**config.mk**
```make
export PLATFORM = sky130hd
export DESIGN_NAME = tick_gen_flat
export DESIGN_NICKNAME = d
export VERILOG_FILES = /design/src/rtl/tick_gen_pkg.sv /design/src/rtl/tick_gen_if.sv /design/src/rtl/tick_gen_ch.sv /design/src/rtl/tick_gen.sv /design/src/flat_wrapper.sv
export SDC_FILE = /design/constraint.sdc
export NUM_CORES = 1
export LEC_CHECK = 0
export ABC_AREA = 1
export BUFFER_PORTS_ARGS = -buffer_cell sky130_fd_sc_hd__buf_2
export CAP_MARGIN = 20
export CORE_MARGIN = 2
export CORE_UTILIZATION = 31
export CTS_CLUSTER_DIAMETER = 80
export CTS_CLUSTER_SIZE = 20
export DETAILED_ROUTE_END_ITERATION = 16
export HOLD_SLACK_MARGIN = 0.02
export SETUP_SLACK_MARGIN = 0.4
export SLEW_MARGIN = 20
export SYNTH_ARGS = -nofsm -noshare
export SYNTH_HDL_FRONTEND = slang
export SYNTH_SLANG_ARGS = --single-unit
export TNS_END_PERCENT = 20
```
**constraint.sdc**
```tcl
create_clock -name clk -period 4.2 [get_ports clk]
set_input_delay 0 -clock clk [delete_from_list [all_inputs] [get_ports clk]]
set_output_delay 0 -clock clk [all_outputs]
set_load 0.005 [all_outputs]
```
**src/rtl/tick_gen_pkg.sv**
```systemverilog
// tick_gen_pkg: shared clock constants, divisor type and helpers for the tick generator
// Contents: CLK_HZ, CNT_W_DEF, DIV_1HZ/DIV_2HZ/DIV_1KHZ, div_t, ch_w(), pack_div3()
package tick_gen_pkg;
  localparam int CLK_HZ    = 50_000_000;
  localparam int CNT_W_DEF = 26;
  localparam int DIV_1HZ   = CLK_HZ;
  localparam int DIV_2HZ   = CLK_HZ / 2;
  localparam int DIV_1KHZ  = CLK_HZ / 1000;
  typedef logic [CNT_W_DEF-1:0] div_t;
  function automatic int ch_w(input int n);
    return n > 1 ? $clog2(n) : 1;
  endfunction
  // channel 0 lands in the low bits
  function automatic logic [3*CNT_W_DEF-1:0] pack_div3(input int d0, input int d1, input int d2);
    return {div_t'(d2), div_t'(d1), div_t'(d0)};
  endfunction
endpackage

```
**src/rtl/tick_gen_if.sv**
```systemverilog
// tick_gen_if: divisor-load handshake between a configuring master and tick_gen
// Signals: cfg_valid/cfg_ch/cfg_div (master->slave), cfg_ready/cfg_err (slave->master)
interface tick_gen_if import tick_gen_pkg::*; #(
  parameter int NUM_CH = 3,
  parameter int CNT_W  = CNT_W_DEF
) ();
  localparam int CH_W = ch_w(NUM_CH);
  logic             cfg_valid, cfg_ready, cfg_err;
  logic [CH_W-1:0]  cfg_ch;
  logic [CNT_W-1:0] cfg_div;
  modport master (output cfg_valid, cfg_ch, cfg_div, input cfg_ready, cfg_err);
  modport slave  (input cfg_valid, cfg_ch, cfg_div, output cfg_ready, cfg_err);
endinterface

```
**src/rtl/tick_gen_ch.sv**
```systemverilog
// tick_gen_ch: one divider channel, counter + divisor register + registered tick/square
// Ports: clk, reset (sync, active-high), en, sync, apply (load new_div), new_div,
//        wrap (comb: this edge ends the period), tick, sq (0 unless TICK_GEN_SQ_EN)
module tick_gen_ch import tick_gen_pkg::*; #(
  parameter int               CNT_W   = CNT_W_DEF,
  parameter logic [CNT_W-1:0] DIV_RST = CNT_W'(1)
) (
  input  logic             clk, reset, en, sync, apply,
  input  logic [CNT_W-1:0] new_div,
  output logic             wrap, tick, sq
);
  logic [CNT_W-1:0] cnt_q, cnt_d, div_q, div_d;
  logic             tick_q, tick_d;
  // >= keeps the counter bounded if a smaller divisor landed while frozen
  assign wrap = en && !sync && cnt_q >= div_q - CNT_W'(1);
  always_comb begin
    div_d  = apply ? new_div : div_q;
    cnt_d  = sync || wrap ? '0 : en ? cnt_q + CNT_W'(1) : cnt_q;
    tick_d = wrap;
  end
  always_ff @(posedge clk) begin
    if (reset) begin
      cnt_q  <= '0;
      div_q  <= DIV_RST;
      tick_q <= 1'b0;
    end else begin
      cnt_q  <= cnt_d;
      div_q  <= div_d;
      tick_q <= tick_d;
    end
  end
  assign tick = tick_q;
`ifdef TICK_GEN_SQ_EN
  logic sq_q, sq_d;
  // high from the tick cycle for div>>1 cycles; stays low until the first wrap
  always_comb sq_d = sync ? 1'b0 : wrap ? (div_d >> 1) != '0 : sq_q && cnt_d < (div_d >> 1);
  always_ff @(posedge clk) sq_q <= reset ? 1'b0 : sq_d;
  assign sq = sq_q;
`else
  assign sq = 1'b0;
`endif
endmodule

```
**src/rtl/tick_gen.sv**
```systemverilog
// tick_gen: NUM_CH runtime-reprogrammable tick-enable generator with one-deep divisor load
// Ports: clk, reset (sync, active-high), en (global run), sync (phase restart),
//        cfg (tick_gen_if.slave load handshake), tick[NUM_CH], sq[NUM_CH]
// Build option: define TICK_GEN_SQ_EN to compile in the per-channel square waves
module tick_gen import tick_gen_pkg::*; #(
  parameter int                      NUM_CH   = 3,
  parameter int                      CNT_W    = CNT_W_DEF,
  parameter logic [NUM_CH*CNT_W-1:0] DIV_INIT = pack_div3(DIV_1KHZ, DIV_2HZ, DIV_1HZ)
) (
  input  logic              clk, reset, en, sync,
  tick_gen_if.slave         cfg,
  output logic [NUM_CH-1:0] tick, sq
);
  localparam int CH_W = ch_w(NUM_CH);
  logic              pend_q, pend_d, cfg_ready_q, cfg_ready_d, cfg_err_q, cfg_err_d, hs, bad;
  logic [CH_W-1:0]   pch_q, pch_d;
  logic [CNT_W-1:0]  pdiv_q, pdiv_d;
  logic [NUM_CH-1:0] wrap, apply;
  always_comb begin
    hs          = cfg.cfg_valid && cfg_ready_q;
    bad         = cfg.cfg_div == '0 || 32'(cfg.cfg_ch) >= NUM_CH;
    pend_d      = hs && !bad ? 1'b1 : |apply ? 1'b0 : pend_q;
    pch_d       = hs && !bad ? cfg.cfg_ch : pch_q;
    pdiv_d      = hs && !bad ? cfg.cfg_div : pdiv_q;
    cfg_ready_d = !pend_d;
    cfg_err_d   = hs && bad;
  end
  always_ff @(posedge clk) begin
    if (reset) begin
      pend_q      <= 1'b0;
      pch_q       <= '0;
      pdiv_q      <= '0;
      cfg_ready_q <= 1'b1;
      cfg_err_q   <= 1'b0;
    end else begin
      pend_q      <= pend_d;
      pch_q       <= pch_d;
      pdiv_q      <= pdiv_d;
      cfg_ready_q <= cfg_ready_d;
      cfg_err_q   <= cfg_err_d;
    end
  end
  assign cfg.cfg_ready = cfg_ready_q;
  assign cfg.cfg_err   = cfg_err_q;
  for (genvar i = 0; i < NUM_CH; i++) begin : g_ch
    // a pending divisor lands at its channel's wrap, or at once when frozen or re-phased
    assign apply[i] = pend_q && pch_q == CH_W'(i) && (sync || !en || wrap[i]);
    tick_gen_ch #(.CNT_W(CNT_W), .DIV_RST(DIV_INIT[i*CNT_W +: CNT_W])) u_ch (
      .clk(clk), .reset(reset), .en(en), .sync(sync), .apply(apply[i]),
      .new_div(pdiv_q), .wrap(wrap[i]), .tick(tick[i]), .sq(sq[i])
    );
  end
endmodule

```
**src/flat_wrapper.sv**
```systemverilog
// flat-port wrapper written by rule: the top's interface ports become plain ports
module tick_gen_flat import tick_gen_pkg::*;
#(
  parameter int                      NUM_CH   = 3,
  parameter int                      CNT_W    = CNT_W_DEF,
  parameter logic [NUM_CH*CNT_W-1:0] DIV_INIT = pack_div3(DIV_1KHZ, DIV_2HZ, DIV_1HZ)
)
  (clk, reset, en, sync, tick, sq, cfg_cfg_valid, cfg_cfg_ch, cfg_cfg_div, cfg_cfg_ready, cfg_cfg_err);
  tick_gen_if #(.NUM_CH(NUM_CH), .CNT_W(CNT_W)) cfg_i ();
  input  logic clk;
  input  logic reset;
  input  logic en;
  input  logic sync;
  output logic [NUM_CH-1:0] tick;
  output logic [NUM_CH-1:0] sq;
  input wire logic [$bits(cfg_i.cfg_valid)-1:0] cfg_cfg_valid;
  input wire logic [$bits(cfg_i.cfg_ch)-1:0] cfg_cfg_ch;
  input wire logic [$bits(cfg_i.cfg_div)-1:0] cfg_cfg_div;
  output wire logic [$bits(cfg_i.cfg_ready)-1:0] cfg_cfg_ready;
  output wire logic [$bits(cfg_i.cfg_err)-1:0] cfg_cfg_err;
  assign cfg_i.cfg_valid = cfg_cfg_valid;
  assign cfg_i.cfg_ch = cfg_cfg_ch;
  assign cfg_i.cfg_div = cfg_cfg_div;
  assign cfg_cfg_ready = cfg_i.cfg_ready;
  assign cfg_cfg_err = cfg_i.cfg_err;
  tick_gen #(.NUM_CH(NUM_CH), .CNT_W(CNT_W), .DIV_INIT(DIV_INIT)) u_core (.clk(clk), .reset(reset), .en(en), .sync(sync), .cfg(cfg_i), .tick(tick), .sq(sq));
endmodule
```
---- Yosys cells after proc, flatten, opt, wreduce, memory -nomap -nowiden ----
Index checks and enable logic that the tools add are counted.
word-level totals
  bits in registers ....................... 190
  latch bits .............................. 0
  bits in writable memories ............... 0
  ROM bits ................................ 0
  bits of input ports ..................... 33
  output and inout bits ................... 8
  word-level logic and storage cells ...... 59
  memories ................................ 0
cells by class
  add/subtract/negate cells ............... 6
  multiply operators ...................... 0
  divide/modulo/power cells ............... 0
  order comparisons ....................... 4
  equality and inequality tests ........... 2
  shifts and indexed selects .............. 0
  mux-type cells .......................... 2
  bitwise gates (word level) .............. 0
  reduce and logical (&&, ||, !) cells .... 31
operators by type and width
  operator                 number
  $add A26 B1 Y26 const B  3
  $ge A26 B26 Y1           3
  $sub A26 B1 Y26 const B  3
  $logic_not A26 Y1        1
  $logic_and A1 B1 Y1      13
  $logic_or A1 B1 Y1       8
  $reduce_or A2 Y1         3
  $logic_not A1 Y1         4
  $reduce_or A3 Y1         1
  $eq A2 B1 Y1 const B     1
  $eq A2 B2 Y1 const B     1
  $ge A2 B2 Y1 const B     1
  $logic_not A2 Y1         1
  $mux W1                  2

---- Depth between registers and ports, before layout ----
Gate-level depths: netlist of run 1.
  depth after elaboration ................. 9
  depth in mapped cells ................... 26
  gate-level depth less buffers ........... 26

---- Cells and area by module ----
Synthesis of run 1 repeated with hierarchy kept, for this count alone.
second synthesis, totals
  cell total of the unflattened synthesis .. 1739
  area, all modules ....................... 12104.1 sq um
modules (own cells, without submodules)
  module                              times used  cells an instance  area an instance (sq um)  sequential area each (sq um)
  tick_gen_ch at u_core.g_ch[0].u_ch  1           484                3525.9                    1061.0
  tick_gen_ch at u_core.g_ch[1].u_ch  1           485                3425.8                    1061.0
  tick_gen_ch at u_core.g_ch[2].u_ch  1           482                3407.0                    1061.0
  tick_gen                            1           288                1745.4                    620.6

---- Worst setup path after synthesis of run 1 ----
OpenSTA, ideal clock, no wires.
  path kind ............................... reg2reg
  from .................................... register u_core.g_ch[1].u_ch.div_q[0]
  to ...................................... register u_core.g_ch[1].u_ch.cnt_q[24]
  library setup time ...................... 0.118 ns
  arrival ................................. 2.780 ns
  data required time ...................... 4.082 ns
  path slack .............................. 1.302 ns
  stages on the path, launching flop included .. 24
  path buffers ............................ 1
  clock period less this slack ............ 2.898 ns
  cell sequence ........................... dfxtp_1 -> inv_1 -> ha_1 -> inv_1 -> nor2_2 -> nand2_2 -> nor3_4 -> nand3_2 -> nor2_2 -> inv_2 -> nor2_2 -> xor2_1 -> inv_1 -> ha_1 -> nand2_1 -> nor2_1 -> nand2_1 -> nor2_1 -> nand2_1 -> nand3_1 -> nand2_1 -> nand2_1 -> buf_2 -> nor2_1
between the ends
  cells in the longest elaborated chain, start to end .. 5
RTL lines
  what                               RTL line           source
  from (decl)                        tick_gen_ch.sv:12  logic [CNT_W-1:0] cnt_q, cnt_d, div_q, div_d;
  from (signal assigned)             tick_gen_ch.sv:28  div_q <= div_d;
  $sub A26 B1 Y26                    tick_gen_ch.sv:15  assign wrap = en && !sync && cnt_q >= div_q - CNT_W'(1);
  $ge A26 B26 Y1                     tick_gen_ch.sv:15
  $logic_and A1 B1 Y1                tick_gen_ch.sv:15
  $logic_or A1 B1 Y1                 tick_gen_ch.sv:18  cnt_d = sync || wrap ? '0 : en ? cnt_q + CNT_W'(1) : cnt_q;
  $reduce_or A2 Y1 (no source line)  --
  to (signal assigned)               tick_gen_ch.sv:27  cnt_q <= cnt_d;
  to (decl)                          tick_gen_ch.sv:12
No other way between the ends.
A chain may end at the register's enable or synchronous reset.

---- Final worst setup path of run 1 ----
  from .................................... register u_core.g_ch[1].u_ch.div_q[0]
  to ...................................... register u_core.g_ch[1].u_ch.div_q[17]
between the ends
  cells in the longest elaborated chain, start to end .. 5
RTL lines
  what                 RTL line           source
  $sub A26 B1 Y26      tick_gen_ch.sv:15
  $ge A26 B26 Y1       tick_gen_ch.sv:15
  $logic_and A1 B1 Y1  tick_gen_ch.sv:15
  $logic_or A1 B1 Y1   tick_gen.sv:47     assign apply[i] = pend_q && pch_q == CH_W'(i) && (sync || !en || wrap[i]);
  $logic_and A1 B1 Y1  tick_gen.sv:47
No other way between the ends.

==> results of run 1 <==
-- synth_stat cells, drive strengths merged --
library cell | count | share of area (%)
nor4 | 23 | 1.6
a21oi | 45 | 2.0
o21a | 3 | 0.20
nand2 | 333 | 11
or2 | 7 | 0.38
inv | 175 | 5.7
and2 | 3 | 0.16
nand3 | 57 | 2.6
nor3 | 51 | 3.1
clkinv | 1 | 0.033
nand4 | 28 | 1.5
buf | 34 | 1.8
clkbuf | 12 | 0.39
a21o | 5 | 0.33
nor3b | 10 | 0.74
a211oi | 1 | 0.065
a31oi | 1 | 0.055
nor2 | 348 | 12
dfxtp | 190 | 33
xnor2 | 45 | 3.4
nand3b | 2 | 0.13
o21bai | 2 | 0.13
o31ai | 1 | 0.065
o21ai | 52 | 2.3
conb | 1 | 0.033
xor2 | 78 | 6.0
and3 | 1 | 0.055
ha | 84 | 9.2
o211ai | 30 | 2.0
-- state kept, by name (all words and copies together) (netlist names) --
signal / cells
u_core.g_ch.u_ch.div_q: 78
u_core.cfg.cfg_ready: 1
u_core.pend_q: 1
u_core.pch_q: 2
u_core.g_ch.u_ch.cnt_q: 78
u_core.g_ch.u_ch.tick: 3
u_core.cfg.cfg_err: 1
u_core.pdiv_q: 26
-- layer usage --
layer  vias to the layer above  global-route usage, %  wire, um
met4                         0                   5.13       562
li1                       5317                      -         -
met3                        27                   1.63      1170
met2                       193                   24.3     13100
met5                         -                      0         0
met1                      4599                   20.8     14100
-- final cells by class --
type / instances / area, um2 / area share [%]
clock buffers: 18 / 439 / 3.36
clock inverters: 14 / 143 / 1.09
inverters: 176 / 666 / 5.10
multi-input cells: 1216 / 6820 / 52.3
flip-flops and latches: 190 / 3800 / 29.1
well taps: 468 / 586 / 4.49
repair buffers: 79 / 591 / 4.52
-- timing repair --
item                                    in CTS  in global routing
cloned                                       0                  3
hold endpoints to repair                    35                  0
setup buffers                                0                  2
hold buffers                                31                  0
pin swaps                                    0                  5
endpoints found under the setup margin       1                 69
resized for setup                            1                  9
-- cell families (layout without fill, tap and decap cells) --
family                     count (synthesis)  count (layout)  synth area share (%)
and+or+nand+nor                          863             866                  33.3
other                                      1               3                0.0327
xor gates and xnor gates                 123             123                  9.39
AOI/OAI and AO/OA                        140             140                  7.03
adders and majority gates                 84              84                  9.16
DFF                                      190             190                  33.1
buffers and inverters                    222             287                  7.97
-- power breakdown --
group / switching (mW) / internal [mW] / total [mW]
clock network: 0.797 / 0.858 / 1.65
logic: 0.305 / 0.177 / 0.482
registers: 0.0735 / 1.86 / 1.94
total: 1.18 / 2.90 / 4.07
-- stage by stage --
step / hold slack (ps) / util (%) / std cells / instance area, um2
2_1_floorplan: 72.4 / - / 1625 / 11500
3_3_place_gp: 246 / 33.1 / 2093 / 12100
3_5_place_dp: 250 / 33.1 / 2093 / 12100
4_1_cts: 84.1 / 35.5 / 2156 / 13000
5_1_grt: 105 / 35.7 / 2161 / 13100
6_report: 95.0 / 35.7 / 2161 / 13100
-- worst min-delay path, delay by kind of cell --
family                 cells  cell delay, ps
and+or+nand+nor            1              90
AOI/OAI and AO/OA          1              50
buffers and inverters      2             340
-- path summary, 6_finish.rpt --
path | slack [ps] | to
setup / recovery | 730 | u_core.g_ch[1].u_ch.div_q[17]
hold / removal | 100 | u_core.g_ch[2].u_ch.cnt_q[1]
setup reg to reg | 730 | u_core.g_ch[1].u_ch.div_q[17]
hold reg to reg | 480 | u_core.g_ch[1].u_ch.div_q[1]
==> impl_metrics.json, run 1 <==
{
  "die_w_um": 196,
  "cap_violations": 0,
  "path_cells": "inv_1 -> ha_1 -> inv_1 -> nor2_2 -> nand2_2 -> nor3_4 -> nand3_2 -> nor2_2 -> inv_2 -> nor2_2 -> xor2_1 -> inv_1 -> ha_1 -> nand2_1 -> nor2_1 -> nand2_1 -> nor2_1 -> nand2_1 -> nand4_1 -> nand2_2 -> buf_12 -> inv_1 -> nor2_1 -> nor2_1",
  "required_ps": 4580,
  "cts_root_buffer": "clkbuf_16",
  "cp_slowest_cell": "dfxtp_1",
  "rr_startpoint": "u_core.g_ch[1].u_ch.div_q[0]",
  "cts_tree": "done",
  "syn-cell-area_um2": 11500,
  "drtPass1Iterations": 5,
  "avgRoutedWirePerCell_um": 13.4,
  "cp_max_fo": 41,
  "cp-startpoint": "u_core.g_ch[1].u_ch.div_q[0]",
  "end_kind": "register",
  "fillers": 3775,
  "layout_common_cells": "nor2_1, nand2_1, dfxtp_1",
  "min_from": "en",
  "vdd_drop_max_uv": 280,
  "finalPower_mw": 4.07,
  "n_antenna_cell": 0,
  "grt_start_max_net_pins": 70,
  "critPathKind": "reg2reg",
  "power.density_nw_per_um2": 312,
  "cts_sinks": 190,
  "antenna_found_initial": 0,
  "synth_cell_types": 46,
  "place.port_buffers": 37,
  "ys_warn_count": 0,
  "grt-ovfl-total": 0,
  "period_needed_ps": 3470,
  "layout_setup_ws_ps": 730,
  "drc_errors": 0,
  "place_ws_ps": 412,
  "die_h_um": 196,
  "num_rows": 70,
  "whs_path_depth": 4,
  "cp-start-kind": "register",
  "clk_latency_ps": 450,
  "outcome": "complete, no violations",
  "coreArea_um2": 36500,
  "ios": 41,
  "relSlewSlack_pct": 31.5,
  "grt_use_total_pct": 15.0,
  "initial_utilization_pct": 31.4,
  "rsz0062_at_grt": "true",
  "hold_class": "in2reg",
  "num_vias": 10100,
  "power.leakage_nw": 5.74,
  "worstRegToRegCells": 24,
  "final-hold-violation-count": 0,
  "final_common_cell": "nor2_1",
  "critPathBufInv": 6,
  "syn_area_per_cell_um2": 7.07,
  "ys_seq_elements": 190,
  "finalCritPeriodShare_pct": 82.6,
  "drt-initial-drc-count": 698,
  "ant_nets": 0,
  "arrival_ps": 3850,
  "fmax_ghz": 0.288,
  "critPathMaxStageDelay_ps": 300,
  "drv_slew": 0,
  "fin_skew_ps": 13.0,
  "area_growth_pct": 13.7,
  "netlist_instances": 1623,
  "cts.htree.levels": 4,
  "clk_pin_slew_worst_paths_ps": 80,
  "max-clock-path-buffers": 2,
  "yosysSeqAreaShare_pct": 33.1,
  "dpl.hpwl_mm": 22.2,
  "die_area_um2": 38600,
  "cts_buffers": 17,
  "viasPerCell": 4.69,
  "timing.setup.tns_ps": 0,
  "first_global_vias": 9194,
  "place.gp.congestion": 0.897,
  "nets": 1797,
  "wl_mm": 28.9,
  "drive_above_1_share_pct": 8.56,
  "crit_cells": 24,
  "finalSetupViolations": 0,
  "tightestPinTransition_ps": 1020,
  "grt_first_pass_wirelength_mm": 46.6,
  "path_delay_family": "simple AND/OR/NAND/NOR gates"
}
(Power assumes the default switching activity.)
==> run 2, diff against run 1 <==
ABC_AREA = 0   (was 1)
clock period = 3.1 ns   (was 4.2 ns; I/O delays follow)
==> impl_metrics.json, run 2 <==
{
  "outcome": "finished, violations left",
  "violations": "negative setup slack",
  "cts_root_buffer": "clkbuf_16",
  "drv_slew": 0,
  "clk_latency_ps": 450,
  "period_needed_ps": 3780,
  "wl_mm": 28.2,
  "die_w_um": 188,
  "final-hold-violation-count": 0,
  "rr_endpoint": "u_core.g_ch[0].u_ch.div_q[7]",
  "netlist_instances": 1223,
  "cts_sinks": 190,
  "hold_class": "in2reg",
  "drtPass1Iterations": 4,
  "power.density_nw_per_um2": 388,
  "syn_area_per_cell_um2": 8.56,
  "grt-ovfl-total": 0,
  "yosysMostFrequentCell": "dfxtp_1",
  "drc_errors": 0,
  "synthTopCellsByArea": "dfxtp_1, ha_1, xnor2_1",
  "cap_violations": 0,
  "cp-start-kind": "register",
  "area_growth_pct": 29.9,
  "finalSetupViolations": 160,
  "dpl.hpwl_mm": 20.2,
  "synth_cell_types": 51,
  "synth_edf_count": 0,
  "cts.htree.levels": 4,
  "rsz0062_at_grt": "true",
  "antenna_found_initial": 2,
  "num_vias": 9257,
  "die_area_um2": 35200,
  "initial_utilization_pct": 31.4,
  "vdd_drop_max_uv": 268,
  "end_kind": "register",
  "synth_top_area_share_pct": 36.3,
  "worstRegToRegCells": 15,
  "yosys.area.top_type": "dfxtp_1",
  "timing.setup.tns_ps": -70760,
  "place_ws_ps": -829,
  "finalInstanceArea_um2": 13600,
  "fin_skew_ps": 14.9,
  "first_global_vias": 9106,
  "cp_max_fo": 10,
  "place.gp.congestion": 0.774,
  "power.leakage_nw": 5.42,
  "place.port_buffers": 37,
  "syn-cell-area_um2": 10500,
  "drt-initial-drc-count": 522,
  "final_common_cell": "dfxtp_1",
  "max-clock-path-buffers": 2,
  "placed_cells": 1781,
  "cp-startpoint": "u_core.g_ch[0].u_ch.div_q[13]",
  "n_antenna_cell": 0,
  "coreArea_um2": 33400,
  "grt_use_total_pct": 15.8,
  "arrival_ps": 4140,
  "tightestPinTransition_ps": 837,
  "relSlewSlack_pct": 44.2,
  "critPathKind": "reg2reg",
  "ant_nets": 0,
  "num_rows": 67,
  "ys_top_cells_by_count": "dfxtp_1, nor2_1, xnor2_1",
  "dpl_cell_area_um2": 12200,
  "layout_setup_ws_ps": -682,
  "regToRegSetupSlack_ps": -680,
  "ys_warn_count": 0,
  "clk_pin_slew_worst_paths_ps": 80,
  "grt_start_max_net_pins": 78,
  "layout.cells.non_filler": 1855,
  "rr_startpoint": "u_core.g_ch[0].u_ch.div_q[13]",
  "viasPerCell": 4.99,
  "avgRoutedWirePerCell_um": 15.2,
  "nets": 1511,
  "endpoint": "u_core.g_ch[0].u_ch.div_q[7]",
  "layout_common_cells": "dfxtp_1, nor2_1, buf_4",
  "synthArstFlopShare_pct": 0,
  "ios": 41,
  "ys_seq_elements": 190,
  "drive_above_1_share_pct": 22.1,
  "yosysSeqAreaShare_pct": 36.3,
  "synth_ff_type": "dfxtp_1",
  "cts_tree": "done",
  "die_h_um": 188,
  "required_ps": 3460,
  "grt_first_pass_wirelength_mm": 45.2,
  "fin_hold_ws_ps": 53.4,
  "finalCritPeriodShare_pct": 122,
  "cts_buffers": 17,
  "reg_top3": "u_core.g_ch.u_ch.cnt_q: 78 flops, u_core.g_ch.u_ch.div_q: 78 flops, u_core.pdiv_q: 26 flops",
  "fmax_ghz": 0.264
}
[run 2: area by class of cell]
cell class,count,area [um2]
Tap cell,448,561
Sequential cell,190,3810
Clock buffer,17,425
Multi-Input combinational cell,954,6860
Clock inverter,15,145
Fill cell,3397,19800
Timing Repair Buffer,209,1710
Inverter,22,82.6
[run 2: critical path, cell delays in order (launching register included)]
cell and delay [ps]:
dfxtp_1 330, or4_4 570, nor4_4 170, or2b_4 310, or2_4 260, nor3_4 120
xnor2_1 90, ha_1 330, a21o_1 190, a21o_1 180, a221oi_2 280, and2_4 250
and3_4 230, clkbuf_16 160, o21ai_1 70, a21oi_1 150
[run 2: timing repair]
action                                  in CTS  in global routing
cloned                                       1                  5
endpoints found under the setup margin     161                161
buffers inserted                             0                  6
pin swaps                                   10                 37
hold endpoints to repair                    29                  0
resized for setup                           48                 86
hold buffers                                30                  0
[run 2: metal layers]
layer	wire (um)	GRT usage (%)	part of all wire (%)
met3	561	2.04	2.0
met5	0	0	0
met2	14100	28.0	50
met1	13100	20.1	46
met4	463	4.63	1.6
[run 2: through the flow]
step,power (mW),utilization [%]
after CTS,5.27,39.6
after global placement,3.06,36.5
after detailed placement,3.07,36.5
final,5.27,40.7
after global routing,5.45,40.7
after floorplan,2.87,-
[run 2: logic make-up after synthesis]
family,share of synthesized area (%)
simple gates,23.8
compound gates,11.4
flops,36.3
xor+xnor,12.2
fa+ha+maj,10.0
buf+inv,3.26
mux,2.97
other cells,0.0358
[run 2: worst min path at each step]
stage                              endpoint             from  cells after the start
2_1_floorplan               u_core.pch_q[0]    cfg_cfg_ch[0]                      2
6_report       u_core.g_ch[0].u_ch.cnt_q[1]               en                      3
3_3_place_gp               u_core.pdiv_q[3]   cfg_cfg_div[3]                      3
3_5_place_dp              u_core.pdiv_q[19]  cfg_cfg_div[19]                      3
4_1_cts        u_core.g_ch[0].u_ch.cnt_q[1]               en                      3
5_1_grt        u_core.g_ch[0].u_ch.cnt_q[0]               en                      3
[run 2: report_power, final]
part	switching [mW]	internal [mW]	total (mW)
Sequential	0.0777	2.49	2.57
Clock	1.10	1.07	2.18
Combinational	0.278	0.244	0.523
==> run 3, diff against run 2 <==
GPL_ROUTABILITY_DRIVEN = 0   (was not set)
clock period = 4.7 ns   (was 3.1 ns; I/O delays follow)
==> impl_metrics.json, run 3 (synthesis gave the netlist of run 2 again) <==
{
  "outcome": "complete, no violations",
  "cts_buffers": 17,
  "nets": 1380,
  "utilization_pct": 36.0,
  "ios": 41,
  "die_h_um": 188,
  "max-clock-path-buffers": 2,
  "period_needed_ps": 4090,
  "n_antenna_cell": 0,
  "ant_nets": 0,
  "arrival_ps": 4420,
  "clk_latency_ps": 450,
  "antenna_found_initial": 0,
  "num_vias": 8730,
  "wl_met1_mm": 12.3,
  "clk_pin_slew_worst_paths_ps": 80,
  "cap_violations": 0,
  "power.leakage_nw": 4.67,
  "cp-start-kind": "register",
  "cp_max_fo": 26,
  "cts.htree.levels": 4,
  "finalSetupViolations": 0,
  "num_rows": 67,
  "cp-startpoint": "u_core.g_ch[0].u_ch.div_q[7]",
  "reg_top3": "u_core.g_ch.u_ch.cnt_q: 78 flops, u_core.g_ch.u_ch.div_q: 78 flops, u_core.pdiv_q: 26 flops",
  "layout_common_cells": "dfxtp_1, nor2_1, xnor2_1",
  "hold_class": "in2reg",
  "cts_sinks": 190,
  "grt_use_total_pct": 15.1,
  "place.port_buffers": 37,
  "dr.max_layer_used": "met4",
  "final-hold-violation-count": 0,
  "place_ws_ps": 424,
  "layout.cells.non_filler": 1724,
  "fillers": 3524,
  "drt-initial-drc-count": 437,
  "end_kind": "register",
  "grt-ovfl-total": 0,
  "drtPass1Iterations": 5,
  "whs_path_depth": 2,
  "area_growth_pct": 14.7,
  "cts_root_buffer": "clkbuf_16",
  "die_area_um2": 35200,
  "drive_above_1_share_pct": 8.54,
  "multi_input_area_um2": 6400,
  "rr_startpoint": "u_core.g_ch[0].u_ch.div_q[7]",
  "required_ps": 5030,
  "first_global_vias": 8239,
  "grt_first_pass_wirelength_mm": 43.0,
  "worstHoldEndpoint": "u_core.g_ch[1].u_ch.div_q[7]",
  "drv_slew": 0,
  "avgRoutedWirePerCell_um": 15.4,
  "fmax_ghz": 0.244,
  "rr_endpoint": "u_core.g_ch[0].u_ch.div_q[6]",
  "viasPerCell": 5.06,
  "critPathKind": "reg2reg",
  "regToRegSetupSlack_ps": 610,
  "coreArea_um2": 33400,
  "fin_hold_ws_ps": 49.9,
  "finalCritPeriodShare_pct": 87.1,
  "rsz0062_at_grt": "true",
  "wl_mm": 26.5,
  "dpl.hpwl_mm": 18.9,
  "initial_utilization_pct": 31.4,
  "timing.setup.tns_ps": 0,
  "vdd_drop_max_uv": 264,
  "tightestPinTransition_ps": 886,
  "drc_errors": 0,
  "seq_area_um2": 3800,
  "grt_start_max_net_pins": 65,
  "placed_cells": 1660,
  "worstRegToRegCells": 14,
  "wl_met2_mm": 12.8,
  "relSlewSlack_pct": 40.9,
  "power.density_nw_per_um2": 282,
  "layout_setup_ws_ps": 608,
  "cts_tree": "done",
  "final_common_cell": "dfxtp_1",
  "die_w_um": 188,
  "min_from": "reset",
  "fin_skew_ps": 13.9,
  "wl_met3_mm": 1.02
}
## run 3: cell types whose count changed in the layout (fill, tap and decap cells not counted), sizes merged, moves of 2 or more
cell | before | now
inv | 31 | 29
clkinvlp | 3 | 1
dlygate4sd3 | 30 | 32
clkinv | 3 | 5
buf | 178 | 47
## run 3: layout make-up
type                            count  share of cell area (%)
Inverter                           22                   0.688
Clock buffer                       19                    3.77
Sequential cell                   190                    31.7
Clock inverter                     13                    1.02
Timing Repair Buffer               79                    4.86
Multi-Input combinational cell    953                    53.3
Tap cell                          448                    4.67
## run 3: worst max-delay path by stage
| stage | to | cells after the start | slack (ps) |
|---|---|---|---|
| after global routing | u_core.g_ch[1].u_ch.div_q[24] | 16 | 340 |
| final | u_core.g_ch[0].u_ch.div_q[6] | 14 | 610 |
| after CTS | u_core.g_ch[0].u_ch.div_q[22] | 13 | 400 |
| after global placement | u_core.g_ch[0].u_ch.div_q[16] | 13 | 460 |
| after detailed placement | u_core.g_ch[0].u_ch.div_q[22] | 13 | 420 |
| after floorplan | u_core.g_ch[0].u_ch.cnt_q[10] | 16 | 900 |
## run 3: stage by stage
step | cell area (um2) | total power, mW
floorplan | 10500 | 1.88
global placement | 11000 | 1.97
detailed placement | 11000 | 1.98
CTS | 11900 | 3.41
global route | 12000 | 3.52
finish | 12000 | 3.39
## run 3: routing by layer
layer | vias to the layer above | GRT usage [%]
met3 | 18 | 2.26
met4 | 0 | 4.54
met1 | 4123 | 19.9
met5 | - | 0
li1 | 4415 | -
met2 | 174 | 25.6
## run 3: power breakdown
part	switching [mW]	internal (mW)	total [mW]
logic	0.151	0.110	0.261
clock network	0.691	0.729	1.42
registers	0.0601	1.64	1.70
## run 3: worst max-delay path: stages, from the launching register on
cell and delay [ps]:
dfxtp_1 370, or4_4 570, or4_4 550, or2_4 280, nor3_2 120, xnor2_1 160
ha_1 290, a21o_1 190, a21o_1 180, a221oi_2 260, and2_1 180, nand3_1 100
buf_4 260, and3_1 200, a211o_1 270
## run 3: repair_timing
| action | 4_1_cts | 5_1_grt |
|---|---|---|
| buffers inserted | 0 | 0 |
| hold buffers | 32 | 0 |
| gates resized for setup | 0 | 14 |
| endpoints found under the setup margin | 0 | 142 |
| endpoints found under the hold margin | 29 | 0 |
